## config.mk

```make
export PLATFORM = sky130hd
export DESIGN_NAME = operand_loader
export DESIGN_NICKNAME = d
export VERILOG_FILES = /design/src/rtl/calculator_pkg.sv /design/src/rtl/word_packer.sv /design/src/rtl/operand_loader.sv
export SDC_FILE = /design/constraint.sdc
export NUM_CORES = 1
export LEC_CHECK = 0
export BUFFER_PORTS_ARGS = -buffer_cell sky130_fd_sc_hd__buf_4
export CORE_MARGIN = 10
export CORE_UTILIZATION = 55
export DETAILED_ROUTE_END_ITERATION = 12
export PLACE_DENSITY = 0.82
export SKIP_CTS_REPAIR_TIMING = 1
export SLEW_MARGIN = 20
export SYNTH_ARGS = -nofsm -noshare
export SYNTH_HDL_FRONTEND = slang
export SYNTH_HIERARCHICAL = 1
export SYNTH_SLANG_ARGS = --single-unit
```

## constraint.sdc

```tcl
create_clock -name clk_i -period 2.4 [get_ports clk_i]
set_input_delay 0.12 -clock clk_i [delete_from_list [all_inputs] [get_ports clk_i]]
set_output_delay 0.12 -clock clk_i [all_outputs]
set_load 0.02 [all_outputs]
```

## src/rtl/calculator_pkg.sv

```systemverilog
// Shared calculator widths, the operand loader state encoding and the half-word placement helper.
package calculator_pkg;

    localparam int ADDR_W        = 9;
    localparam int DATA_W        = 32;
    localparam int MEM_WORD_SIZE = 64;

    typedef enum logic [2:0] {LD_IDLE, LD_LO, LD_HI, LD_WR, LD_DONE} loader_state_t;

    // Returns word with one half replaced by beat; upper selects [MEM_WORD_SIZE-1:DATA_W].
    function automatic logic [MEM_WORD_SIZE-1:0] place_beat(
        input logic [MEM_WORD_SIZE-1:0] word,
        input logic [DATA_W-1:0]        beat,
        input logic                     upper
    );
        logic [MEM_WORD_SIZE-1:0] res;
        if (upper) begin
            res = {beat, word[DATA_W-1:0]};
        end else begin
            res = {word[MEM_WORD_SIZE-1:DATA_W], beat};
        end
        return res;
    endfunction

endpackage

```

## src/rtl/word_packer.sv

```systemverilog
// Two-beat pair register; places each beat in its half according to LO_FIRST.
// word presents the pair including a beat being loaded this cycle, so a completed word is visible immediately.
module word_packer
    import calculator_pkg::*;
#(
    parameter logic LO_FIRST = 1'b1
) (
    input  logic                     clk,
    input  logic                     rst,
    input  logic                     load_first,
    input  logic                     load_second,
    input  logic [DATA_W-1:0]        beat,
    output logic [MEM_WORD_SIZE-1:0] word
);

    logic [MEM_WORD_SIZE-1:0] pair_r;
    logic [MEM_WORD_SIZE-1:0] pair_next_s;

    // Merge the incoming beat into the half it belongs to
    always_comb begin
        pair_next_s = pair_r;
        if (load_first) begin
            pair_next_s = place_beat(pair_r, beat, ~LO_FIRST);
        end else if (load_second) begin
            pair_next_s = place_beat(pair_r, beat, LO_FIRST);
        end else begin
            pair_next_s = pair_r;
        end
    end

    // Pair storage; reset discards any incomplete pair
    always_ff @(posedge clk) begin
        if (rst) begin
            pair_r <= {MEM_WORD_SIZE{1'b0}};
        end else begin
            pair_r <= pair_next_s;
        end
    end

    assign word = pair_next_s;

endmodule

```

## src/rtl/operand_loader.sv

```systemverilog
// Streams 32-bit operand pairs into consecutive 64-bit SRAM words from base to end, then pulses done.
// Optional LOADER_CHECKSUM_EN adds checksum_o, the modulo-2^DATA_W sum of all beats of the run.
module operand_loader
    import calculator_pkg::*;
#(
    parameter logic LO_FIRST = 1'b1
) (
    input  logic                     clk_i,
    input  logic                     rst_i,
    input  logic                     start_i,
    input  logic [ADDR_W-1:0]        base_addr_i,
    input  logic [ADDR_W-1:0]        end_addr_i,
    input  logic                     in_valid_i,
    input  logic [DATA_W-1:0]        in_data_i,
    output logic                     in_ready_o,
    output logic                     write_o,
    output logic [ADDR_W-1:0]        w_addr_o,
    output logic [MEM_WORD_SIZE-1:0] w_data_o,
    output logic                     busy_o,
    output logic                     done_o,
    output logic                     err_o
`ifdef LOADER_CHECKSUM_EN
    ,
    output logic [DATA_W-1:0]        checksum_o
`endif
);

    loader_state_t            state_r;
    logic [ADDR_W-1:0]        addr_r;
    logic [ADDR_W-1:0]        end_r;
    logic                     beat_fire_s;
    logic                     load_first_s;
    logic                     load_second_s;
    logic                     range_ok_s;
    logic [MEM_WORD_SIZE-1:0] word_s;

    assign beat_fire_s   = in_valid_i & in_ready_o;
    assign load_first_s  = beat_fire_s & (state_r == LD_LO);
    assign load_second_s = beat_fire_s & (state_r == LD_HI);
    assign range_ok_s    = (end_addr_i >= base_addr_i);

    word_packer #(
        .LO_FIRST   (LO_FIRST)
    ) u_packer (
        .clk        (clk_i),
        .rst        (rst_i),
        .load_first (load_first_s),
        .load_second(load_second_s),
        .beat       (in_data_i),
        .word       (word_s)
    );

    // Load FSM; the write strobe is launched on the second beat so it is high during LD_WR
    always_ff @(posedge clk_i) begin
        if (rst_i) begin
            state_r    <= LD_IDLE;
            addr_r     <= {ADDR_W{1'b0}};
            end_r      <= {ADDR_W{1'b0}};
            in_ready_o <= 1'b0;
            write_o    <= 1'b0;
            w_addr_o   <= {ADDR_W{1'b0}};
            w_data_o   <= {MEM_WORD_SIZE{1'b0}};
            busy_o     <= 1'b0;
            done_o     <= 1'b0;
            err_o      <= 1'b0;
        end else begin
            write_o <= 1'b0;
            done_o  <= 1'b0;
            case (state_r)
                LD_IDLE: begin
                    if (start_i && range_ok_s) begin
                        err_o      <= 1'b0;
                        addr_r     <= base_addr_i;
                        end_r      <= end_addr_i;
                        busy_o     <= 1'b1;
                        in_ready_o <= 1'b1;
                        state_r    <= LD_LO;
                    end else if (start_i) begin
                        err_o <= 1'b1;
                    end
                end
                LD_LO: begin
                    if (beat_fire_s) begin
                        state_r <= LD_HI;
                    end
                end
                LD_HI: begin
                    if (beat_fire_s) begin
                        in_ready_o <= 1'b0;
                        write_o    <= 1'b1;
                        w_addr_o   <= addr_r;
                        w_data_o   <= word_s;
                        state_r    <= LD_WR;
                    end
                end
                LD_WR: begin
                    // Equality compare keeps the top address legal without overflow
                    if (addr_r == end_r) begin
                        done_o  <= 1'b1;
                        state_r <= LD_DONE;
                    end else begin
                        addr_r     <= addr_r + ADDR_W'(1);
                        in_ready_o <= 1'b1;
                        state_r    <= LD_LO;
                    end
                end
                LD_DONE: begin
                    busy_o  <= 1'b0;
                    state_r <= LD_IDLE;
                end
                default: begin
                    in_ready_o <= 1'b0;
                    busy_o     <= 1'b0;
                    state_r    <= LD_IDLE;
                end
            endcase
        end
    end

`ifdef LOADER_CHECKSUM_EN
    // Running sum of accepted beats, restarted by each accepted start
    always_ff @(posedge clk_i) begin
        if (rst_i) begin
            checksum_o <= {DATA_W{1'b0}};
        end else if ((state_r == LD_IDLE) && start_i && range_ok_s) begin
            checksum_o <= {DATA_W{1'b0}};
        end else if (beat_fire_s) begin
            checksum_o <= checksum_o + in_data_i;
        end else begin
            checksum_o <= checksum_o;
        end
    end
`endif

endmodule
```

==> results.py, run 1 <==
metrics = {
    "route": {
        "wl_met2_um": 8500,
        "route.met3.wl_um": 1160,
        "num_vias": 5888,
        "drc_errors": 0,
        "highest_layer": "met4",
        "routedWlPerCell_um": 15.9,
        "routed_wl_um": 17600,
        "drt-met1-wl_um": 7710,
        "ant_nets": 0,
        "drt-pass1-iter-count": 5,
        "drtIter0Drc": 387,
        "via_per_inst": 5.32,
    },
    "finish": {
        "syn_to_final_growth_pct": 24.1,
        "multi_input_area_um2": 3770,
        "fin_util_pct": 69.8,
        "fin_nets": 982,
        "regArea_um2": 3260,
        "fillers": 1032,
        "drive_gt1_share_pct": 28.2,
        "finalNonFillerCells": 1107,
        "antennaDiodeCount": 0,
    },
    "floorplan": {
        "initial_core_util_pct": 56.2,
        "die_w_um": 136,
        "ios": 132,
        "std_cell_rows": 42,
        "fp.coreArea_um2": 13200,
        "die_area_um2": 18600,
        "die_height_um": 136,
    },
    "pwr": {
        "power_density_nw_per_um2": 636,
        "peakVddDrop_v": 0.000444,
        "p_leak_uw": 0.00358,
    },
    "synth": {
        "synth_nets": 860,
        "yosysTopAreaCellShare_pct": 43.8,
        "synth_top_cell_by_area": "dfxtp_1",
        "synth_area_per_cell_um2": 9.35,
        "synth_cells": 796,
        "synthTopCellsByArea": "dfxtp_1, mux2_4, nand2_1",
        "ys_types": 47,
        "ys_ff_latch": 163,
        "ys_warn_count": 6,
        "seq_area_frac_synth_pct": 43.8,
        "syn-cell-area_um2": 7450,
    },
    "clock_tree": {
        "htree_levels": 4,
        "cts_buffer_depth": 2,
        "clkSlewWorstSetupHoldPaths_ns": 0.06,
        "root_buffer": "clkbuf_16",
        "clock_latency_ns": 0.42,
        "cts_tree": "built",
        "clock_sinks": 163,
        "cts_buffers": 17,
    },
    "placed_design": {
        "place_ws_ns": 0.272,
        "io_buffers": 131,
        "place_inst": 1056,
        "globalplace.congestion": 0.806,
        "dpl.hpwl_um": 11200,
    },
    "outcome": {
        "violations": "negative hold slack",
        "status": "finished with violations",
    },
    "critical_path": {
        "crit_chain": "dlygate4sd3_1 -> buf_4 -> ha_1 -> a21oi_1 -> o21ai_0 -> a41oi_1 -> a21bo_2 -> buf_4 -> nand2_1 -> a21oi_1",
        "path_class": "in2reg",
        "critPathArrivalTime_ns": 2.55,
        "slowest_delay_ns": 0.54,
        "crit_fanout": 13,
        "worstSetupStartpointType": "primary input",
        "endpoint_kind": "flop",
        "cp_top_family": "compound AO/OA/AOI/OAI gates",
        "cpMaxStageDelayCell": "dlygate4sd3_1",
        "critPathRequiredTime_ns": 2.76,
        "worst-path-buf-inv": 3,
    },
    "sta": {
        "max-slew-margin-rel_pct": 45.9,
        "timing.final.crit_share_pct": 91.2,
        "fmax_mhz": 457,
        "totalNegativeSetupSlack_ns": 0,
        "slew_violations": 0,
        "skew_ns": 0.00625,
        "holdWs_ns": -0.0149,
        "finalCriticalPeriod_ns": 2.19,
        "setup_ws_ns": 0.210,
        "tightest_slew_ns": 0.811,
        "setup_violations": 0,
        "hold_viol_final": 6,
        "rsz0062_at_grt": "no",
    },
    "hold_path": {
        "hp-class": "in2reg",
    },
    "run": {
        "maxCapViolCount": 0,
    },
    "global_routing": {
        "grt_pass1_wl_um": 27200,
        "grt_overflow": 0,
        "grt_pass1_vias": 5519,
        "grt_util_all_layers_pct": 17.9,
        "antenna_found_initial": 0,
        "grt_max_degree": 106,
    },
}
[metal layers]
layer,global-route usage (%),vias to the layer above
met5,0,-
met4,5.50,0
met3,5.50,22
met2,29.3,148
met1,22.1,2769
li1,-,2949
[metrics by stage]
| step | total power [µW] | instance area (µm²) |
|---|---|---|
| 2_1_floorplan | 3050 | 7450 |
| 3_3_place_gp | 3200 | 8460 |
| 3_5_place_dp | 3210 | 8460 |
| 4_1_cts | 5880 | 9050 |
| 5_1_grt | 6040 | 9240 |
| 6_report | 5880 | 9240 |
[synth_stat cells (all sizes together)]
library cell  instances
ha                   10
a21oi                98
nor3b                 1
inv                  10
buf                  26
nor3                  5
nor4                  1
a31oi                 1
or3                   4
o22ai                 3
a211oi                2
and3                  2
nand3                 6
nor2b                34
nand4b                1
nor2                  7
o311ai                2
mux2                 64
or4                   2
nand2               180
a21bo                 1
a31o                  1
a41oi                 1
a21boi                2
mux2i                 1
nand4bb              32
nand2b               36
o21ai                48
clkbuf               36
o31ai                 1
nor4b                 1
or2                   1
dfxtp               163
xor2                  9
a311oi                1
nand3b                1
o211ai                2
[tightest hold or removal path, stage by stage]
cell and delay (ns):
buf_4 0.10, nand4bb_1 0.08, o21ai_0 0.07
[layout by cell type (no fill, tap or decap), types with 2 or more instances in the layout]
master         count
a21oi_2            2
mux2_4            56
o21ai_0           38
nand4bb_1         32
and3_1             2
inv_1              9
clkinvlp_4         5
dfxtp_1          163
or3_1              3
nor3_1             5
clkinv_2           2
bufinv_16          2
clkbuf_16         17
o311ai_0           2
xor2_1             9
o211ai_1           2
o21ai_1           10
buf_12             5
nor2b_4           12
a21oi_1           96
mux2_2             8
dlygate4sd3_1     19
nor2_1             7
a211oi_1           2
buf_4            140
clkinv_4           4
nor2b_1           22
or4_1              2
nand2b_1          36
nand2_1          179
o22ai_1            3
nand3_1            6
inv_6              2
ha_1              10
[logic make-up after synthesis]
group	after synthesis	synth area share, %
AND/OR/NAND/NOR	314	23.4
flip-flops	163	43.8
multiplexers	65	12.6
buffers and inverters	72	5.63
AO/OA/AOI/OAI	163	11.7
XOR/XNOR	9	1.06
adder cells (fa/ha/maj)	10	1.68
[layout make-up]
cell class,instances,area share (%)
multi-input cells,561,40.8
flip-flops and latches,163,35.3
repair buffers,165,14.6
clock buffers,18,4.75
well taps,176,2.38
clock inverters,14,1.68
inverters,10,0.420
[sequential cells by signal, indices dropped and copies added, names as in the netlist]
signal and count:
addr_r 9, busy_o 1, done_o 1, end_r 9, err_o 1, in_ready_o 1, state_r 3, u_packer/pair_r 64
w_addr_o 9, w_data_o 64, write_o 1
[worst paths after layout]
kind / start / to / depth (start not counted) / slack [ns]
worst min-delay path: in_data_i[2] / u_packer/pair_r[34] / 3 / -0.01
worst min register to register: w_data_o[11] / w_data_o[11] / 2 / 0.45
worst max register to register: in_ready_o / w_data_o[33] / 8 / 0.24
worst max-delay path: end_addr_i[2] / end_r[1] / 10 / 0.21
[power breakdown]
part           internal [µW]  switching, µW
Clock                   1570           1130
Combinational            202            210
Sequential              2740           28.7
Note: power is estimated with default switching activity, not from simulation.
==> inputs of run 2 (changes only) <==
--- a/config.mk
+++ b/config.mk
@@ -6,7 +6,6 @@
 export NUM_CORES = 1
 export LEC_CHECK = 0
 export BUFFER_PORTS_ARGS = -buffer_cell sky130_fd_sc_hd__buf_4
-export CORE_MARGIN = 10
 export CORE_UTILIZATION = 55
 export DETAILED_ROUTE_END_ITERATION = 12
 export PLACE_DENSITY = 0.82
==> constraint.sdc (replaced) <==
create_clock -name clk_i -period 2.4 [get_ports clk_i]
set_input_delay 0.36 -clock clk_i [delete_from_list [all_inputs] [get_ports clk_i]]
set_output_delay 0.36 -clock clk_i [all_outputs]
set_load 0.02 [all_outputs]
==> results.py, run 2 (synthesis gave the netlist of run 1 again) <==
metrics = {
    "clock_tree": {
        "clkSlewWorstSetupHoldPaths_ns": 0.06,
        "cts_tree": "built",
        "htree_levels": 4,
        "cts_buffer_depth": 2,
        "clock_latency_ns": 0.42,
        "root_buffer": "clkbuf_16",
        "cts_buffers": 17,
        "clock_sinks": 163,
    },
    "finish": {
        "largestRegisters": "u_packer/pair_r: 64 flops, w_data_o: 64 flops",
        "finalNonFillerCells": 1089,
        "final_common_cell": "nand2_1",
        "fillers": 1085,
        "fin_nets": 965,
        "antennaDiodeCount": 0,
        "syn_to_final_growth_pct": 21.5,
        "most-common-layout-cells": "nand2_1, dfxtp_1, buf_4",
        "stdcell_area_um2": 9040,
        "drive_gt1_share_pct": 28.9,
    },
    "placed_design": {
        "dpl_cell_area_um2": 8470,
        "place_inst": 1058,
        "io_buffers": 131,
        "place_ws_ns": -0.0211,
        "globalplace.congestion": 0.862,
        "dpl.hpwl_um": 10100,
    },
    "run": {
        "maxCapViolCount": 0,
    },
    "sta": {
        "timing.final.crit_share_pct": 93.0,
        "finalCriticalPeriod_ns": 2.23,
        "tightest_slew_ns": 0.819,
        "skew_ns": 0.00803,
        "rsz0062_at_grt": "no",
        "max-slew-margin-rel_pct": 45.4,
        "setup_violations": 0,
        "hold_viol_final": 0,
        "holdWs_ns": 0.193,
        "setup_ws_ns": 0.168,
        "slew_violations": 0,
        "fmax_mhz": 448,
    },
    "floorplan": {
        "std_cell_rows": 42,
        "die_w_um": 118,
        "ios": 132,
        "fp.coreArea_um2": 13200,
        "die_height_um": 118,
        "die_area_um2": 14000,
        "initial_core_util_pct": 56.2,
    },
    "global_routing": {
        "grt_busiest_layer": "met2",
        "grt_pass1_vias": 5621,
        "grt_use_met3_pct": 4.20,
        "grt.met1_usage_pct": 31.2,
        "grt_overflow": 0,
        "grt_max_degree": 106,
        "grt_pass1_wl_um": 26900,
        "antenna_found_initial": 0,
        "grt_util_all_layers_pct": 23.7,
        "met2_usage_pct": 38.4,
    },
    "critical_path": {
        "endpoint_kind": "flop",
        "worstSetupStartpointType": "flop",
        "path_class": "reg2reg",
        "critPathArrivalTime_ns": 2.53,
        "critPathRequiredTime_ns": 2.70,
        "crit_fanout": 54,
    },
    "pwr": {
        "p_total_uw": 5760,
        "peakVddDrop_v": 0.000406,
        "p_leak_uw": 0.00351,
        "power_density_nw_per_um2": 637,
    },
    "route": {
        "routedWlPerCell_um": 14.7,
        "via_per_inst": 5.41,
        "ant_nets": 0,
        "drt-pass1-iter-count": 7,
        "num_vias": 5893,
        "drtIter0Drc": 594,
        "drc_errors": 0,
        "routed_wl_um": 16000,
    },
    "outcome": {
        "status": "complete, no violations",
    },
    "hold_path": {
        "hp-class": "in2reg",
    },
}
-- run 2: changes by cell type in the layout (fill, tap and decap cells not counted), sizes merged --
| cell | before | now |
|---|---|---|
| clkbuf | 18 | 22 |
| clkinvlp | 5 | 2 |
| buf | 146 | 148 |
| clkinv | 6 | 7 |
| bufinv | 2 | 1 |
| inv | 11 | 9 |
| dlygate4sd3 | 19 | 0 |
-- run 2: worst paths after layout --
kind	from	cells after the start	slack (ns)	endpoint
max	in_ready_o	8	0.17	w_data_o[63]
min	end_addr_i[4]	3	0.19	end_r[4]
max reg2reg	in_ready_o	8	0.17	w_data_o[63]
min reg2reg	w_data_o[7]	2	0.45	w_data_o[7]
-- run 2: layout make-up --
| type | count | area [µm²] | share of cell area [%] |
|---|---|---|---|
| flip-flops and latches | 163 | 3260 | 36.1 |
| inverters | 10 | 38.8 | 0.429 |
| multi-input cells | 561 | 3770 | 41.7 |
| repair buffers | 148 | 1180 | 13.0 |
| clock buffers | 22 | 494 | 5.46 |
| clock inverters | 9 | 78.8 | 0.872 |
| well taps | 176 | 220 | 2.43 |
-- run 2: stage by stage --
| step | utilization [%] | setup TNS, ns |
|---|---|---|
| global route | 68.3 | 0 |
| finish | 68.3 | 0 |
| CTS | 68.3 | 0 |
| floorplan | - | 0 |
| detailed placement | 64.0 | -0.0211 |
| global placement | 64.0 | 0 |
-- run 2: worst max-delay path: stages (launching register included) --
cell and delay, ns:
dfxtp_1 0.41, nand2_1 0.15, or3_2 0.46, clkinv_2 0.09, nor2b_4 0.18, buf_12 0.29
mux2_2 0.38, nand2_1 0.06, a21oi_1 0.06
-- run 2: per-layer routing --
layer	up-vias	wire length, µm	part of all wire [%]
li1	2903	-	-
met1	2808	7580	47
met2	156	7530	47
met3	26	633	3.9
met4	0	298	1.9
met5	-	0	0
-- run 2: report_power, final --
part	switching, µW	total, µW	internal (µW)
Sequential	31.3	2770	2740
Combinational	205	390	185
Clock	1050	2600	1550
Total	1290	5760	4470
==> inputs of run 3 (changes only) <==
--- a/config.mk
+++ b/config.mk
@@ -6,9 +6,10 @@
 export NUM_CORES = 1
 export LEC_CHECK = 0
 export BUFFER_PORTS_ARGS = -buffer_cell sky130_fd_sc_hd__buf_4
-export CORE_UTILIZATION = 55
+export CORE_UTILIZATION = 51
 export DETAILED_ROUTE_END_ITERATION = 12
-export PLACE_DENSITY = 0.82
+export PLACE_DENSITY = 0.8
+export REMOVE_ABC_BUFFERS = 1
 export SKIP_CTS_REPAIR_TIMING = 1
 export SLEW_MARGIN = 20
 export SYNTH_ARGS = -nofsm -noshare
==> constraint.sdc (replaced) <==
create_clock -name clk_i -period 1.9 [get_ports clk_i]
set_input_delay 0.285 -clock clk_i [delete_from_list [all_inputs] [get_ports clk_i]]
set_output_delay 0.285 -clock clk_i [all_outputs]
set_load 0.02 [all_outputs]
==> results.py, run 3 (synthesis gave the netlist of run 1 again) <==
metrics = {
    "route": {
        "ant_nets": 0,
        "routedWlPerCell_um": 15.2,
        "routed_wl_um": 17300,
        "drt-pass1-iter-count": 5,
        "via_per_inst": 5.31,
        "drtIter0Drc": 326,
        "drc_errors": 0,
        "num_vias": 6049,
    },
    "sta": {
        "finalCriticalPeriod_ns": 1.88,
        "slew_violations": 0,
        "max-slew-margin-rel_pct": 44.9,
        "fmax_mhz": 532,
        "totalNegativeSetupSlack_ns": 0,
        "hold_viol_final": 0,
        "timing.final.crit_share_pct": 99.0,
        "holdWs_ns": 0.125,
        "tightest_slew_ns": 0.826,
        "rsz0062_at_grt": "yes",
        "skew_ns": 0.00744,
        "setup_violations": 0,
    },
    "floorplan": {
        "fp.coreArea_um2": 14000,
        "std_cell_rows": 43,
        "ios": 132,
        "die_w_um": 123,
        "initial_core_util_pct": 53.0,
        "die_height_um": 123,
        "die_area_um2": 15100,
    },
    "critical_path": {
        "crit_chain": "nand2b_4 -> or3_4 -> clkinv_2 -> nor2b_4 -> buf_12 -> buf_16 -> mux2_4 -> nand2_1 -> a21oi_1",
        "crit_fanout": 12,
        "critPathArrivalTime_ns": 2.19,
        "path_class": "reg2reg",
        "worstSetupStartpointType": "flop",
        "endpoint_kind": "flop",
        "critPathRequiredTime_ns": 2.21,
        "cpMaxStageDelayCell": "or3_4",
        "slowest_delay_ns": 0.37,
    },
    "clock_tree": {
        "clock_sinks": 163,
        "cts_tree": "built",
        "cts_buffers": 17,
        "htree_levels": 4,
        "clock_latency_ns": 0.42,
        "clkSlewWorstSetupHoldPaths_ns": 0.06,
        "root_buffer": "clkbuf_16",
        "cts_buffer_depth": 2,
    },
    "global_routing": {
        "antenna_found_initial": 0,
        "grt_pass1_vias": 5493,
        "grt_overflow": 0,
        "grt_pass1_wl_um": 26200,
        "grt_max_degree": 84,
        "grt_util_all_layers_pct": 22.3,
    },
    "pwr": {
        "p_total_uw": 7280,
        "power_density_nw_per_um2": 758,
        "p_leak_uw": 0.00380,
        "peakVddDrop_v": 0.000597,
    },
    "outcome": {
        "status": "complete, no violations",
    },
    "finish": {
        "fin_nets": 1011,
        "syn_to_final_growth_pct": 29.0,
        "largestRegisters": "u_packer/pair_r: 64 flops, w_data_o: 64 flops",
        "final_common_cell": "buf_4",
        "antennaDiodeCount": 0,
        "most-common-layout-cells": "buf_4, nand2_1, dfxtp_1",
        "drive_gt1_share_pct": 33.6,
        "finalNonFillerCells": 1139,
    },
    "placed_design": {
        "globalplace.congestion": 0.888,
        "dpl.hpwl_um": 10400,
        "io_buffers": 131,
        "place_inst": 1096,
    },
    "hold_path": {
        "hp-class": "in2reg",
    },
    "run": {
        "maxCapViolCount": 0,
    },
}
run 3: metal layers:
| layer | vias up | share of wire [%] | global-route usage [%] |
|---|---|---|---|
| met2 | 172 | 48 | 36.3 |
| met1 | 2854 | 45 | 28.2 |
| met4 | 0 | 1.8 | 9.45 |
| met3 | 23 | 5.1 | 5.44 |
| met5 | - | 0 | 0 |
| li1 | 3000 | - | - |
run 3: final timing paths:
path                 start      endpoint  slack, ns  cells past startpoint
max             state_r[0]  w_data_o[60]       0.02                      9
min          end_addr_i[4]      end_r[4]       0.12                      3
max reg2reg     state_r[0]  w_data_o[60]       0.02                      9
min reg2reg   w_data_o[24]  w_data_o[24]       0.45                      2
run 3: final cells by class:
cell class | count | area (µm²)
Inverter | 10 | 38.8
Clock inverter | 10 | 83.8
Timing Repair Buffer | 194 | 1700
Multi-Input combinational cell | 561 | 3820
Sequential cell | 163 | 3270
Fill cell | 1133 | 4440
Clock buffer | 21 | 470
Tap cell | 180 | 225
run 3: critical path, delay by kind of cell (launching register included):
family | cells | cell delay (ns)
muxes | 1 | 0.31
AOI/OAI and AO/OA | 1 | 0.06
DFF | 1 | 0.32
buffers and inverters | 3 | 0.37
and+or+nand+nor | 4 | 0.71
run 3: metrics by stage:
step                util (%)  setup WS [ns]  cell area (µm²)
finish                  68.4         0.0191             9600
global route            68.4        -0.0547             9600
CTS                     66.6         -0.149             9350
detailed placement      62.6         -0.204             8790
global placement        62.6         -0.123             8790
floorplan                  -          -8.67             7060
run 3: report_power, final:
part | total [µW] | switching (µW) | internal [µW]
sequential | 3490 | 34.8 | 3460
clock | 3200 | 1310 | 1880
combinational | 584 | 284 | 300
total | 7280 | 1630 | 5640
